**src/rtl/axiline_inst_decoder_pkg.sv**
```systemverilog
// ---------------------------------------------------------------------------
// axiline_inst_decoder_pkg
// Constants shared by the training controller and the instruction decoder:
// phase codes, protocol-error cause codes and small decode helpers.
// The controller must encode phases with exactly these values.
// ---------------------------------------------------------------------------
package axiline_inst_decoder_pkg;

    // Phase codes carried on the instruction interface
    localparam logic [2:0] PH_IDLE    = 3'd0;
    localparam logic [2:0] PH_INIT    = 3'd1;
    localparam logic [2:0] PH_INIT_IP = 3'd2;
    localparam logic [2:0] PH_IP      = 3'd3;
    localparam logic [2:0] PH_COMB    = 3'd4;
    localparam logic [2:0] PH_PIPE    = 3'd5;
    localparam logic [2:0] PH_SGD     = 3'd6;
    localparam logic [2:0] PH_ILLEGAL = 3'd7;

    // Protocol-error causes; a lower value wins when several fire together
    localparam logic [2:0] ERR_NONE         = 3'd0;
    localparam logic [2:0] ERR_ILLEGAL_CODE = 3'd1;
    localparam logic [2:0] ERR_BAD_TRANS    = 3'd2;
    localparam logic [2:0] ERR_ADDR_SKIP    = 3'd3;
    localparam logic [2:0] ERR_SHORT_PHASE  = 3'd4;

    // Buffer/stage enables produced for one sampled phase code
    typedef struct packed {
        logic w1_we;
        logic x1_re;
        logic w1_re;
        logic comb_en;
        logic x2_re;
    } dec_en_t;

    // Enables are a pure function of the phase code; the illegal code
    // falls through to the all-zero default.
    function automatic dec_en_t decode_phase(input logic [2:0] code);
        dec_en_t en;
        en = '0;
        case (code)
            PH_INIT:    en.w1_we   = 1'b1;
            PH_INIT_IP: begin en.x1_re = 1'b1; en.w1_re = 1'b1; end
            PH_IP:      begin en.x1_re = 1'b1; en.w1_re = 1'b1; end
            PH_COMB:    en.comb_en = 1'b1;
            PH_PIPE:    begin en.x1_re = 1'b1; en.w1_re = 1'b1; en.x2_re = 1'b1; end
            PH_SGD:     en.x2_re   = 1'b1;
            default:    en = '0;
        endcase
        return en;
    endfunction

    // Phases that stream xw1 addresses and must run a full vector
    function automatic logic is_counted_phase(input logic [2:0] code);
        return (code == PH_INIT) || (code == PH_INIT_IP) || (code == PH_IP);
    endfunction

    // Self-loops and aborts to IDLE are always allowed
    function automatic logic is_legal_transition(input logic [2:0] from_code,
                                                 input logic [2:0] to_code);
        logic ok;
        ok = (from_code == to_code) || (to_code == PH_IDLE);
        ok = ok || (from_code == PH_IDLE    && to_code == PH_INIT);
        ok = ok || (from_code == PH_INIT    && to_code == PH_INIT_IP);
        ok = ok || (from_code == PH_INIT_IP && to_code == PH_COMB);
        ok = ok || (from_code == PH_IP      && to_code == PH_COMB);
        ok = ok || (from_code == PH_COMB    && to_code == PH_SGD);
        ok = ok || (from_code == PH_SGD     && to_code == PH_PIPE);
        ok = ok || (from_code == PH_PIPE    && to_code == PH_IP);
        return ok;
    endfunction

endpackage

```
**src/rtl/axiline_delay_line.sv**
```systemverilog
// ---------------------------------------------------------------------------
// axiline_delay_line
// Fixed-depth shift register used to align the updated-weight write strobe
// and address with the SGD datapath latency.
// Ports:
//   clk    in   clock
//   clr_n  in   synchronous clear, active low (flushes every stage)
//   d      in   WIDTH-bit word entering the line
//   q      out  d delayed by DEPTH clock cycles
// ---------------------------------------------------------------------------
module axiline_delay_line #(
    parameter int WIDTH = 4,
    parameter int DEPTH = 2
) (
    input  logic             clk,
    input  logic             clr_n,
    input  logic [WIDTH-1:0] d,
    output logic [WIDTH-1:0] q
);

    logic [WIDTH-1:0] stage [DEPTH];

    // Shift one stage per cycle; a clear drops anything in flight so no
    // stale write-back can emerge after a reset.
    always_ff @(posedge clk) begin
        if (!clr_n) begin
            for (int i = 0; i < DEPTH; i++) begin
                stage[i] <= '0;
            end
        end else begin
            stage[0] <= d;
            for (int i = 1; i < DEPTH; i++) begin
                stage[i] <= stage[i-1];
            end
        end
    end

    assign q = stage[DEPTH-1];

endmodule

```
**src/rtl/axiline_inst_decoder.sv**
```systemverilog
// ---------------------------------------------------------------------------
// axiline_inst_decoder
// Receiving end of the training controller's instruction interface. Samples
// the phase code and xw1/xw2 beat addresses every cycle and produces
// registered buffer enables/addresses, SGD write-back strobes delayed by
// SGD_LAT, per-sample/epoch bookkeeping and an optional protocol checker.
// Optional feature macro: AXILINE_DEC_CHECK_EN enables the protocol checker;
// without it proto_err and err_code are tied to 0.
// Ports:
//   clk, rst_n            clock, synchronous active-low reset
//   inst, sel             phase code and accumulate-select from controller
//   xw1_addr, xw2_addr    IP-side and SGD-side beat addresses
//   w1_we                 weight load strobe (INIT)
//   x1_re, w1_re          IP-side reads (INIT_IP, IP, PIPE)
//   rd1_addr, acc_sel     registered xw1_addr and sel
//   comb_en               combine/loss stage enable (COMB)
//   x2_re, rd2_addr       SGD-side read (SGD, PIPE) and registered xw2_addr
//   w2_we, w2_addr        updated-weight write, SGD_LAT cycles after x2_re
//   sample_done           pulse per COMB entry
//   epoch_done            pulse on SGD -> IDLE
//   sample_cnt            COMB entries since reset, wrapping
//   proto_err, err_code   sticky protocol error and first cause
// ---------------------------------------------------------------------------
module axiline_inst_decoder
    import axiline_inst_decoder_pkg::*;
#(
    parameter int logNumCycle  = 3,
    parameter int numCycle     = 8,
    parameter int instBitwidth = 3,
    parameter int SGD_LAT      = 2,
    parameter int CNT_W        = 16
) (
    input  logic                    clk,
    input  logic                    rst_n,
    input  logic [instBitwidth-1:0] inst,
    input  logic                    sel,
    input  logic [logNumCycle-1:0]  xw1_addr,
    input  logic [logNumCycle-1:0]  xw2_addr,
    output logic                    w1_we,
    output logic                    x1_re,
    output logic                    w1_re,
    output logic [logNumCycle-1:0]  rd1_addr,
    output logic                    acc_sel,
    output logic                    comb_en,
    output logic                    x2_re,
    output logic [logNumCycle-1:0]  rd2_addr,
    output logic                    w2_we,
    output logic [logNumCycle-1:0]  w2_addr,
    output logic                    sample_done,
    output logic                    epoch_done,
    output logic [CNT_W-1:0]        sample_cnt,
    output logic                    proto_err,
    output logic [2:0]              err_code
);

    dec_en_t                 en_d;
    logic [instBitwidth-1:0] prev_inst;
    logic [logNumCycle:0]    w2_q;

    assign en_d = decode_phase(inst);

    // One-cycle decode register plus sample/epoch bookkeeping. prev_inst
    // holds the code sampled on the previous edge so phase entries and the
    // SGD->IDLE epoch boundary can be detected.
    always_ff @(posedge clk) begin
        if (!rst_n) begin
            w1_we       <= 1'b0;
            x1_re       <= 1'b0;
            w1_re       <= 1'b0;
            rd1_addr    <= '0;
            acc_sel     <= 1'b0;
            comb_en     <= 1'b0;
            x2_re       <= 1'b0;
            rd2_addr    <= '0;
            sample_done <= 1'b0;
            epoch_done  <= 1'b0;
            sample_cnt  <= '0;
            prev_inst   <= PH_IDLE;
        end else begin
            w1_we       <= en_d.w1_we;
            x1_re       <= en_d.x1_re;
            w1_re       <= en_d.w1_re;
            rd1_addr    <= xw1_addr;
            acc_sel     <= sel;
            comb_en     <= en_d.comb_en;
            x2_re       <= en_d.x2_re;
            rd2_addr    <= xw2_addr;
            sample_done <= (inst == PH_COMB) && (prev_inst != PH_COMB);
            epoch_done  <= (prev_inst == PH_SGD) && (inst == PH_IDLE);
            if ((inst == PH_COMB) && (prev_inst != PH_COMB)) begin
                sample_cnt <= sample_cnt + CNT_W'(1);
            end
            prev_inst   <= inst;
        end
    end

    axiline_delay_line #(
        .WIDTH (logNumCycle + 1),
        .DEPTH (SGD_LAT)
    ) u_w2_delay (
        .clk   (clk),
        .clr_n (rst_n),
        .d     ({x2_re, rd2_addr}),
        .q     (w2_q)
    );

    assign {w2_we, w2_addr} = w2_q;

`ifdef AXILINE_DEC_CHECK_EN
    localparam logic [logNumCycle-1:0] LAST_BEAT = logNumCycle'(numCycle - 1);

    logic [logNumCycle-1:0] prev_xw1;
    logic [logNumCycle-1:0] next_xw1;
    logic [2:0]             cause;
    logic                   err_q;
    logic [2:0]             code_q;

    // Classify the current sample against the previous one. The if/else
    // chain gives the lowest-numbered cause priority. Aborts to IDLE are
    // exempt from the short-phase rule.
    always_comb begin
        cause    = ERR_NONE;
        next_xw1 = (prev_xw1 == LAST_BEAT) ? '0 : prev_xw1 + 1'b1;
        if (inst == PH_ILLEGAL) begin
            cause = ERR_ILLEGAL_CODE;
        end else if (!is_legal_transition(prev_inst, inst)) begin
            cause = ERR_BAD_TRANS;
        end else if (is_counted_phase(inst) && (inst == prev_inst) &&
                     (xw1_addr != next_xw1)) begin
            cause = ERR_ADDR_SKIP;
        end else if (is_counted_phase(prev_inst) && (inst != prev_inst) &&
                     (inst != PH_IDLE) && (prev_xw1 != LAST_BEAT)) begin
            cause = ERR_SHORT_PHASE;
        end
    end

    // Sticky error: only the first cause is latched, both hold until reset.
    always_ff @(posedge clk) begin
        if (!rst_n) begin
            prev_xw1 <= '0;
            err_q    <= 1'b0;
            code_q   <= ERR_NONE;
        end else begin
            prev_xw1 <= xw1_addr;
            if (!err_q && (cause != ERR_NONE)) begin
                err_q  <= 1'b1;
                code_q <= cause;
            end
        end
    end

    assign proto_err = err_q;
    assign err_code  = code_q;
`else
    assign proto_err = 1'b0;
    assign err_code  = ERR_NONE;
`endif

endmodule

```
**config.mk**
```make
export PLATFORM = sky130hd
export DESIGN_NAME = axiline_inst_decoder
export DESIGN_NICKNAME = d
export VERILOG_FILES = /design/src/rtl/axiline_inst_decoder_pkg.sv /design/src/rtl/axiline_delay_line.sv /design/src/rtl/axiline_inst_decoder.sv
export SDC_FILE = /design/constraint.sdc
export NUM_CORES = 1
export LEC_CHECK = 0
export BUFFER_PORTS_ARGS = -buffer_cell sky130_fd_sc_hd__buf_2
export CORE_AREA = 3 3 70 72
export CTS_BUF_LIST = sky130_fd_sc_hd__clkbuf_2 sky130_fd_sc_hd__clkbuf_4 sky130_fd_sc_hd__clkbuf_8
export DETAILED_ROUTE_END_ITERATION = 6
export DIE_AREA = 0 0 73 75
export PLACE_DENSITY = 0.56
export SYNTH_ARGS = -nofsm -noshare
export SYNTH_HDL_FRONTEND = slang
export SYNTH_SLANG_ARGS = --single-unit
export TNS_END_PERCENT = 20
```
**constraint.sdc**
```tcl
create_clock -name clk -period 2.25 [get_ports clk]
set_input_delay 0.225 -clock clk [delete_from_list [all_inputs] [get_ports clk]]
set_output_delay 0.225 -clock clk [all_outputs]
set_load 0.01 [all_outputs]
```
==> After elaboration in Yosys (flattened, before gate mapping) <==
Memories as Yosys holds them, arrays and structs flattened.
Cells that the tools add are included.
{ "totals": {"mem_bits_rw": 8, "wordCells": 37, "in_bits": 12, "regBits": 33, "output_inout_bits": 38, "memories": 1} }
{ "memory_table": {"columns": ["name", "depth", "word_bits", "rd", "rd_clocked_by_memory_dff", "wr", "line", "rtl"], "rows": [
  ["u_w2_delay.stage", 2, 4, 2, 0, 2, "axiline_delay_line.sv:21", "logic [WIDTH-1:0] stage [DEPTH];"]
]} }
{ "op_classes": {"addsub": 1, "n_bitwise": 2, "eq_ne": 8, "n_mux": 8, "n_reduce_logical": 5} }
{ "op_table": {"columns": ["op", "count"], "rows": [
  ["16-bit by 1-bit adder with 16-bit output (second input constant)", 1],
  ["3-bit equality test (second input constant)", 4],
  ["4-bit 2-to-1 mux", 2],
  ["3-bit by 2-bit equality test with 1-bit output (second input constant)", 2],
  ["1-bit 2-to-1 mux", 5],
  ["3-bit by 1-bit equality test with 1-bit output (second input constant)", 1],
  ["3-bit zero test", 1],
  ["3-bit != test (second input constant)", 1],
  ["3-bit OR reduction", 1],
  ["1-bit logical AND", 2],
  ["2-bit 2-to-1 mux", 1],
  ["1-bit OR", 2],
  ["2-bit OR reduction", 1]
]} }

==> Depth between registers and ports, before layout <==
Gate-level depths: netlist of the first run.
{ "depth": {"ltp_word": 3, "depth_mapped": 6} }

==> By module <==
Synthesis of the first run repeated with hierarchy kept, for this count alone.
{ "hier_totals": {"hier_cells": 157, "area_unflattened_um2": 1514.0} }
{ "modules_own_cells": {"columns": ["mod", "seq_area_each_um2", "n_inst", "area_per_inst_um2", "cells_per_inst"], "rows": [
  ["axiline_inst_decoder", 640.6, 1, 1273.7, 137],
  ["axiline_delay_line", 160.2, 1, 240.2, 20]
]} }

==> Worst setup path after synthesis of the first run <==
OpenSTA, ideal clock, no wires.
{ "synth_path": {"path_type": "register -> register", "startpoint": "register sample_cnt[0]", "endpoint": "register sample_cnt[12]", "path_slack_ns": 0.721, "arrival_time_ns": 1.458, "required_time_ns": 2.179, "setup_time_ns": 0.071, "path_stages_with_launch": 6, "path_cell_list": "dfxtp_1 > ha_1 > and3_1 > nand3_2 > or4_1 > a21oi_1"} }
{ "synth_via": {"elab_chain_len": 1} }
{ "synth_lines": {"columns": ["element", "line", "rtl"], "rows": [
  ["start, declared", "axiline_inst_decoder.sv:51", "output logic [CNT_W-1:0] sample_cnt,"],
  ["start signal, assigned", "axiline_inst_decoder.sv:91", "sample_cnt <= sample_cnt + CNT_W'(1);"],
  ["16-bit by 1-bit adder with 16-bit output", "axiline_inst_decoder.sv:91", null]
]} }
Every way passes these cells.
A chain may end at the register's enable or synchronous reset.

==> Worst setup path in the final report of the first run <==
{ "layout_path": {"startpoint": "register prev_inst[2]", "endpoint": "register sample_cnt[15]"} }
{ "layout_via": {"elab_chain_len": 2} }
{ "layout_lines": {"columns": ["element", "line", "rtl"], "rows": [
  ["start, declared", "axiline_inst_decoder.sv:57", "logic [instBitwidth-1:0] prev_inst;"],
  ["start signal, assigned", "axiline_inst_decoder.sv:93", "prev_inst <= inst;"],
  ["3-bit != test", "axiline_inst_decoder.sv:90", "if ((inst == PH_COMB) && (prev_inst != PH_COMB)) begin"],
  ["1-bit logical AND", "axiline_inst_decoder.sv:90", null]
]} }
Every way passes these cells.

==> results of run 1 <==
-- sequential cells by signal (all words and copies together) (netlist names) --
signal and flops:
x2_re 1, u_w2_delay.stage 8, acc_sel 1, sample_cnt 16, rd2_addr 3, w1_we 1, x1_re 1, prev_inst 3
epoch_done 1, comb_en 1, sample_done 1, rd1_addr 3
-- synthesized netlist by cell type, types with 2 or more instances --
cell / instances / area share, %
o31ai_1: 4 / 2.0
nor2_1: 7 / 1.8
inv_1: 3 / 0.75
xnor2_1: 2 / 1.2
dfxtp_1: 40 / 53
xor2_1: 4 / 2.3
a21oi_1: 10 / 3.3
and3_1: 5 / 2.1
o21a_1: 2 / 1.0
nand3_1: 5 / 1.7
or4_1: 4 / 2.0
nand2_1: 6 / 1.5
clkbuf_1: 3 / 0.75
nor3_1: 2 / 0.67
and2_1: 18 / 7.5
buf_4: 10 / 5.0
nand4_1: 3 / 1.3
o21ai_0: 4 / 1.3
or3_1: 5 / 2.1
-- kinds of logic after synthesis --
kind of cell / Yosys count / share of synthesized area [%]
buffers and inverters: 17 / 6.844
other: 1 / 0.2502
XOR/XNOR: 6 / 3.506
multiplexers: 1 / 0.6678
AND/OR/NAND/NOR: 65 / 26.46
AO/OA/AOI/OAI: 21 / 8.013
adder cells (fa/ha/maj): 1 / 0.8346
flip-flops: 40 / 53.42
-- final cells by class --
class / instances / area [µm²]
Clock buffer: 6 / 76.32
Fill cell: 436 / 2564
Tap cell: 52 / 65.06
Sequential cell: 40 / 800.8
Inverter: 3 / 11.26
Clock inverter: 1 / 5.005
Timing Repair Buffer: 45 / 225.2
Multi-Input combinational cell: 98 / 606.8
-- through the flow --
stage          instance area, µm²  worst slack [ns]
6_report                     1790            0.5396
5_1_grt                      1790            0.4300
4_1_cts                      1790            0.5370
3_5_place_dp                 1709            0.5669
3_3_place_gp                 1709            0.6063
2_1_floorplan                1510            0.7212
-- power breakdown --
group | total (µW) | switching [µW] | internal (µW)
Combinational | 71.4 | 41.8 | 29.6
Sequential | 732 | 6.01 | 726
Clock | 446 | 223 | 223
-- routing by layer --
metal	vias to the layer above	GRT usage, %
met5	-	0
met4	0	6.148
met2	30	16.09
met1	500	14.92
li1	591	-
met3	5	3.605
-- worst register-to-register path: cells and delay by family, from the launching register on --
| kind | cells | cell delay, ns |
|---|---|---|
| DFF | 1 | 0.30 |
| and+or+nand+nor | 3 | 1.19 |
| AOI/OAI and AO/OA | 1 | 0.15 |
-- final timing paths --
path | from | depth (start not counted) | slack [ns] | endpoint
min reg2reg | u_w2_delay.stage[0][3] | 1 | 0.43 | u_w2_delay.stage[0][7]
min | xw1_addr[0] | 2 | 0.15 | rd1_addr[0]
max | prev_inst[2] | 4 | 0.54 | sample_cnt[15]
max reg2reg | prev_inst[2] | 4 | 0.54 | sample_cnt[15]
-- layout by cell type, fill, tap and decap left out, types with 3 or more instances in the layout --
cell      netlist  routed
buf_2           1      45
dfxtp_1        40      40
and2_1         18      18
a21oi_1        10      10
nor2_1          7       7
nand2_1         6       6
and3_1          5       5
nand3_1         5       5
or3_1           5       5
clkbuf_8        0       5
o21ai_0         4       4
o31ai_1         4       4
or4_1           4       4
xor2_1          4       4
conb_1          1       4
nand4_1         3       3
inv_1           3       3
==> metrics.yaml, run 1 <==
clockBufferDepth: 2
drtAntennaViolNets: 0
slowest_delay_ns: 0.58
grt_start_max_net_pins: 23
setup_violations: 0
place_inst: 238
worst_slew_pin_slew_ns: 0.5107
grt_overflow: 0
synth_cells: 152
start_util_pct: 34.43
async_flop_share_pct: 0
slew_headroom_pct: 65.92
drcViolationCount: 0
cts_tree: "yes"
status: "completed"
hold_buffers: 0
postCtsResizedCells: 0
path_max_fanout: 13
period_needed_ns: 1.710
vdd_ir_drop_max_mv: 0.2767
seq_area_frac_synth_pct: 53.42
crit_chain: "or3b_1 -> nand4_2 -> or4_1 -> a21oi_1"
grt_pass1_wl_mm: 4.636
cp_top_family: "simple AND/OR/NAND/NOR gates"
slew_violations: 0
avgSynthCellArea_um2: 9.861
hold_viol_final: 0
layout.nets: 206
io_buffers: 45
met2WireLength_mm: 1.272
setup_tns_ns: 0
area_growth_pct: 19.45
utilization_pct: 41.12
critPathKind: "reg2reg"
power_uw: 1250
ys_seq_elements: 40
insertion_delay_ns: 0.28
skew_ns: 0.004941
holdWs_ns: 0.1501
grt_setup_unrepaired: "false"
synth_area_mm2: 0.001499
yosysWarnings: 0
fp.dieH_um: 75
crit_buf_inv: 0
hpwl_mm: 2.006
powerDensity_mw_per_mm2: 697.9
highest_layer: "met4"
cts.sinks: 40
grt.total_usage_pct: 11.23
clk_pin_slew_ns: 0.07
drtPass1Iterations: 6
wl_per_cell_um: 11.56
max-cap-violations: 0
synth_ff_type: "dfxtp_1"
wl_met3_um: 160
fp-row-count: 24
cts_buffers: 5
met1_length_mm: 1.354
vias: 1126
synth_edf_count: 0
fp.dieW_um: 73
diodes: 0
grt_pass1_vias: 971
die_area_mm2: 0.005475
cp_data_required_time_ns: 2.46
drt_iter0_drc: 46
drt_wl_total_mm: 2.833
p_leak_uw: 0.0008104
start_kind: "flop"
postCtsSetupBuffers: 0
core_mm2: 0.004354
endpoint_kind: "flop"
antenna_found_initial: 0
crit_arrival_ns: 1.92
instances_no_fill: 245
slowest_stage: "or4_1"
worstHoldPathType: "in2reg"
drive_gt1_share_pct: 29.02
clockRootBuffer: "clkbuf_8"
cts.htree.levels: 2
ys_types: 34
fmax_ghz: 0.5847
ios: 50
finalCritPeriodShare_pct: 76.02
vias_per_cell: 4.596
gp_congestion: 0.7229
Power figures use the tool's default switching activity.
==> run 2: changes to the inputs <==
==> constraint.sdc (replaced) <==
create_clock -name clk -period 1.7 [get_ports clk]
set_input_delay 0.17 -clock clk [delete_from_list [all_inputs] [get_ports clk]]
set_output_delay 0.17 -clock clk [all_outputs]
set_load 0.01 [all_outputs]
==> run 2 against run 1 <==
Against the previous run:
- die area stayed put
- sequential power grew 32%
- global-route usage about the same
- sequential share of layout area is 1.8 points lower
- total power grew 37%
- critical path depth grew 1
- register-to-register slack worse by 0.42 ns
- clock power increased by 45%
- flip-flop and latch count is the same
- hold slack got worse by 0.067 ns
- fmax up 8.0%
- critical path type unchanged
==> metrics.yaml, run 2 (synthesis gave the netlist of run 1 again) <==
status: "completed"
diodes: 0
wl_per_cell_um: 11.85
swShare_pct: 22.66
grt_pass1_wl_mm: 4.650
drcViolationCount: 0
cts_buffers: 5
skew_ns: 0.007395
drtPass1Iterations: 4
gp_congestion: 0.7185
regMostFlops: "sample_cnt"
switching_power_uw: 388.9
hold_viol_final: 0
cts.htree.levels: 2
final_common_cell: "buf_2"
powerDensity_mw_per_mm2: 918.7
vias: 1177
grt.total_usage_pct: 11.23
finalCritPeriodShare_pct: 93.15
p_seq_share_pct: 56.5
fp.dieW_um: 73
hpwl_mm: 2.096
cp_data_required_time_ns: 1.91
fp.dieH_um: 75
hold_buffers: 0
slowest_delay_ns: 0.48
start_util_pct: 34.43
clk_pin_slew_ns: 0.08
setup_violations: 0
endpoint_kind: "flop"
drt_wl_total_mm: 3.011
critPathKind: "reg2reg"
ios: 50
largest_register_ffs: 16
core_mm2: 0.004354
fp-row-count: 24
pwr-share-comb_pct: 5.7
setup_tns_ns: 0
die_area_mm2: 0.005475
cts.sinks: 40
crit_chain: "ha_1 -> and3_4 -> nand3_2 -> or4_1 -> a21oi_1"
layout.nets: 214
largest_registers: "sample_cnt x16, u_w2_delay.stage x8"
cts_tree: "yes"
fmax_ghz: 0.6315
drt_iter0_drc: 28
vdd_ir_drop_max_mv: 0.4910
power_uw: 1716
holdPathStages: 2
r2r_cells: 5
worst_slew_pin_slew_ns: 0.4993
insertion_delay_ns: 0.29
start_kind: "flop"
period_needed_ns: 1.584
clockRootBuffer: "clkbuf_8"
grt_setup_unrepaired: "false"
area_growth_pct: 24.62
max-cap-violations: 0
antenna_found_initial: 0
grt_overflow: 0
p_leak_uw: 0.0008549
path_max_fanout: 4
slew_headroom_pct: 66.68
grt_start_max_net_pins: 23
vias_per_cell: 4.634
slowest_stage: "or4_1"
slew_violations: 0
drtAntennaViolNets: 0
worstHoldPathType: "in2reg"
crit_arrival_ns: 1.80
clockBufferDepth: 2
drive_gt1_share_pct: 33.17
power.internal_uw: 1327
pwr-share-clk_pct: 37.8
io_buffers: 45
grt_pass1_vias: 1018
final_cell_mix: "45 x buf_2, 39 x dfxtp_1, 18 x and2_1, 10 x a21oi_1, 8 x buf_4"
run 2: cell count changes in the layout (fill, tap and decap cells not counted):
cell,delta
dfxtp_1,-1
clkbuf_8,+1
dfxtp_2,+1
clkbuf_4,-1
clkinv_2,+1
buf_4,+8
and3_4,+1
and3_1,-1
run 2: worst max-delay path: cells and delay by family (launching register included):
family / cells / cell delay (ns)
fa+ha+maj: 1 / 0.18
simple gates: 3 / 0.78
flops: 1 / 0.38
compound gates: 1 / 0.18
run 2: layout make-up:
type / count / area [µm²]
Clock inverter: 2 / 10.01
Multi-Input combinational cell: 98 / 611.8
Tap cell: 52 / 65.06
Timing Repair Buffer: 53 / 285.3
Fill cell: 450 / 2486
Sequential cell: 40 / 802.0
Clock buffer: 6 / 82.58
Inverter: 3 / 11.26
run 2: worst paths after layout:
check,startpoint,end,slack (ns)
max reg2reg,sample_cnt[1],sample_cnt[10],0.12
min,xw2_addr[1],rd2_addr[1],0.08
max,sample_cnt[1],sample_cnt[10],0.12
min reg2reg,u_w2_delay.stage[0][3],u_w2_delay.stage[0][7],0.44
run 2: per-layer routing:
metal	up-vias	GRT usage, %	share of wire [%]	routed length (µm)
li1	607	-	-	-
met1	528	13.70	45	1345
met2	37	17.87	47	1407
met3	5	3.605	7.1	213
met4	0	5.533	1.5	44
met5	-	0	0	0
run 2: power by group through the flow:
stage / Sequential, µW / Clock, µW / Combinational [µW]
floorplan: 999 / 0 / 59.6
global placement: 991 / 0 / 100
detailed placement: 992 / 0 / 100
CTS: 970 / 679 / 101
global route: 973 / 705 / 111
finish: 969 / 648 / 98.3
run 2: timing repair:
action                                  CTS  global route
resized for setup                         0             2
buffers inserted                          0             1
endpoints found under the setup margin    0             2
run 2: through the flow:
stage | utilization (%) | hold slack [ns] | worst slack [ns] | instances | area [µm²]
4_1_cts | 42.59 | 0.06773 | 0.08233 | 253 | 1854
2_1_floorplan | - | 0.2461 | 0.1712 | 155 | 1510
5_1_grt | 42.90 | 0.08110 | 0.04097 | 254 | 1868
3_3_place_gp | 40.46 | 0.3765 | 0.1890 | 245 | 1762
6_report | 42.90 | 0.08264 | 0.1164 | 254 | 1868
3_5_place_dp | 40.46 | 0.3801 | 0.1355 | 245 | 1762
==> run 3: changes to the inputs <==
==> constraint.sdc (replaced) <==
create_clock -name clk -period 1.5 [get_ports clk]
set_input_delay 0.15 -clock clk [delete_from_list [all_inputs] [get_ports clk]]
set_output_delay 0.15 -clock clk [all_outputs]
set_load 0.01 [all_outputs]
==> run 3 against run 2 <==
Against the previous run:
- critical path depth unchanged
- register-to-register slack worse by 0.098 ns
- cell count up 2.8%
- non-clock buffer count rose by 7
- global-route usage rose by 1.2 points
- critical endpoint is now sample_cnt[12]
- sequential power increased by 14%
- setup slack got worse by 0.098 ns
- count of clock-buffer cells in the layout is 1 higher
- core utilization increased by 3.1 points
==> metrics.yaml, run 3 (synthesis gave the netlist of run 1 again) <==
status: "completed"
regMostFlops: "sample_cnt"
grt_pass1_wl_mm: 5.244
p_leak_uw: 0.0008878
path_depth: 5
slew_violations: 0
fp-row-count: 24
use_met1_pct: 13.23
critPathKind: "reg2reg"
path_max_fanout: 4
worst_slew_pin_slew_ns: 0.5587
crit_arrival_ns: 1.70
crit_chain: "ha_4 -> and3_4 -> nand3_4 -> or4_4 -> a21oi_2"
grt_pass1_vias: 1201
vias: 1243
worstHoldPathType: "in2reg"
diodes: 0
grt.total_usage_pct: 12.47
drt_wl_total_mm: 3.285
cts.sinks: 40
io_buffers: 45
wl_per_cell_um: 12.59
grt_overflow: 0
gr-usage-met3_pct: 3.738
largest_registers: "sample_cnt x16, u_w2_delay.stage x8"
setup_ws_ns: 0.01851
pwr-share-comb_pct: 6.3
insertion_delay_ns: 0.29
endpoint: "sample_cnt[12]"
fp.dieW_um: 73
cp-startpoint: "sample_cnt[0]"
vdd_ir_drop_max_mv: 0.4461
swShare_pct: 22.41
drt_iter0_drc: 39
r2r_slack_ns: 0.02
final_cell_mix: "45 x buf_2, 38 x dfxtp_1, 18 x and2_1, 13 x buf_4"
ios: 50
setup_violations: 0
busiest_layer: "met2"
clockBufferDepth: 2
hold_buffers: 0
cts_tree: "yes"
pwr-share-clk_pct: 38.2
largest_register_ffs: 16
finalCritPeriodShare_pct: 98.77
power.internal_uw: 1533
fp.dieH_um: 75
p_seq_share_pct: 55.5
vias_per_cell: 4.762
r2r_start: "sample_cnt[0]"
gp_congestion: 0.8853
switching_power_uw: 442.6
max-cap-violations: 0
clockRootBuffer: "clkbuf_8"
cts_buffers: 5
clk_pin_slew_ns: 0.08
drtAntennaViolNets: 0
fmax_ghz: 0.6750
slew_headroom_pct: 62.71
hold_viol_final: 0
grtUsageMet2_pct: 22.64
skew_ns: 0.004920
grt_start_max_net_pins: 23
endpoint_kind: "flop"
drcViolationCount: 0
crit_buf_inv: 0
timing.rr.end: "sample_cnt[12]"
setup_tns_ns: 0
powerDensity_mw_per_mm2: 985.5
holdWs_ns: 0.06385
cp_top_family: "simple AND/OR/NAND/NOR gates"
cts.htree.levels: 2
start_util_pct: 34.43
drtPass1Iterations: 4
period_needed_ns: 1.481
dp_slack_ns: -0.04897
start_kind: "flop"
die_area_mm2: 0.005475
drive_gt1_share_pct: 40.67
area_growth_pct: 33.72
grt_setup_unrepaired: "true"
layout.nets: 221
final_common_cell: "buf_2"
r2r_cells: 5
slowest_delay_ns: 0.49
antenna_found_initial: 0
cp_data_required_time_ns: 1.72
core_mm2: 0.004354
hpwl_mm: 2.404
slowest_stage: "or4_4"
## run 3: final cells by class
cell class / count / area [µm²]
fillers: 428 / 2350
clock buffers: 7 / 90.09
inverters: 3 / 11.26
multi-input cells: 98 / 676.9
flip-flops and latches: 40 / 808.3
repair buffers: 60 / 345.3
clock inverters: 1 / 7.507
well taps: 52 / 65.06
## run 3: worst min path at each step
stage,start,end,cells after the start,slack [ns]
2_1_floorplan,inst[1],w1_we,1,0.23
3_3_place_gp,xw1_addr[2],rd1_addr[2],2,0.35
3_5_place_dp,xw1_addr[2],rd1_addr[2],2,0.36
4_1_cts,xw1_addr[2],rd1_addr[2],2,0.06
5_1_grt,xw1_addr[0],rd1_addr[0],2,0.06
6_report,xw1_addr[0],rd1_addr[0],2,0.06
## run 3: what timing repair did
action,4_1_cts,5_1_grt
pin swaps,3,6
gates resized for setup,3,15
endpoints found under the setup margin,5,9
setup buffers,0,2
## run 3: power by group through the flow
stage | clock [µW] | sequential [µW] | combinational [µW]
floorplan | 0 | 1130 | 67.5
global placement | 0 | 1120 | 117
detailed placement | 0 | 1120 | 119
CTS | 779 | 1100 | 121
global route | 819 | 1100 | 137
finish | 755 | 1100 | 124
## run 3: stage by stage
step / utilization (%) / power (µW) / cells / cell area [µm²]
after global routing: 46.03 / 2056 / 261 / 2004
after CTS: 44.14 / 1998 / 259 / 1922
after detailed placement: 41.55 / 1242 / 251 / 1809
after floorplan: - / 1200 / 155 / 1513
after global placement: 41.55 / 1239 / 251 / 1809
final: 46.03 / 1975 / 261 / 2004
## run 3: routing by layer
metal  part of all wire, %  wire, µm
met2                    51      1674
met3                   5.2       171
met5                     0         0
met4                   1.6        51
met1                    42      1388
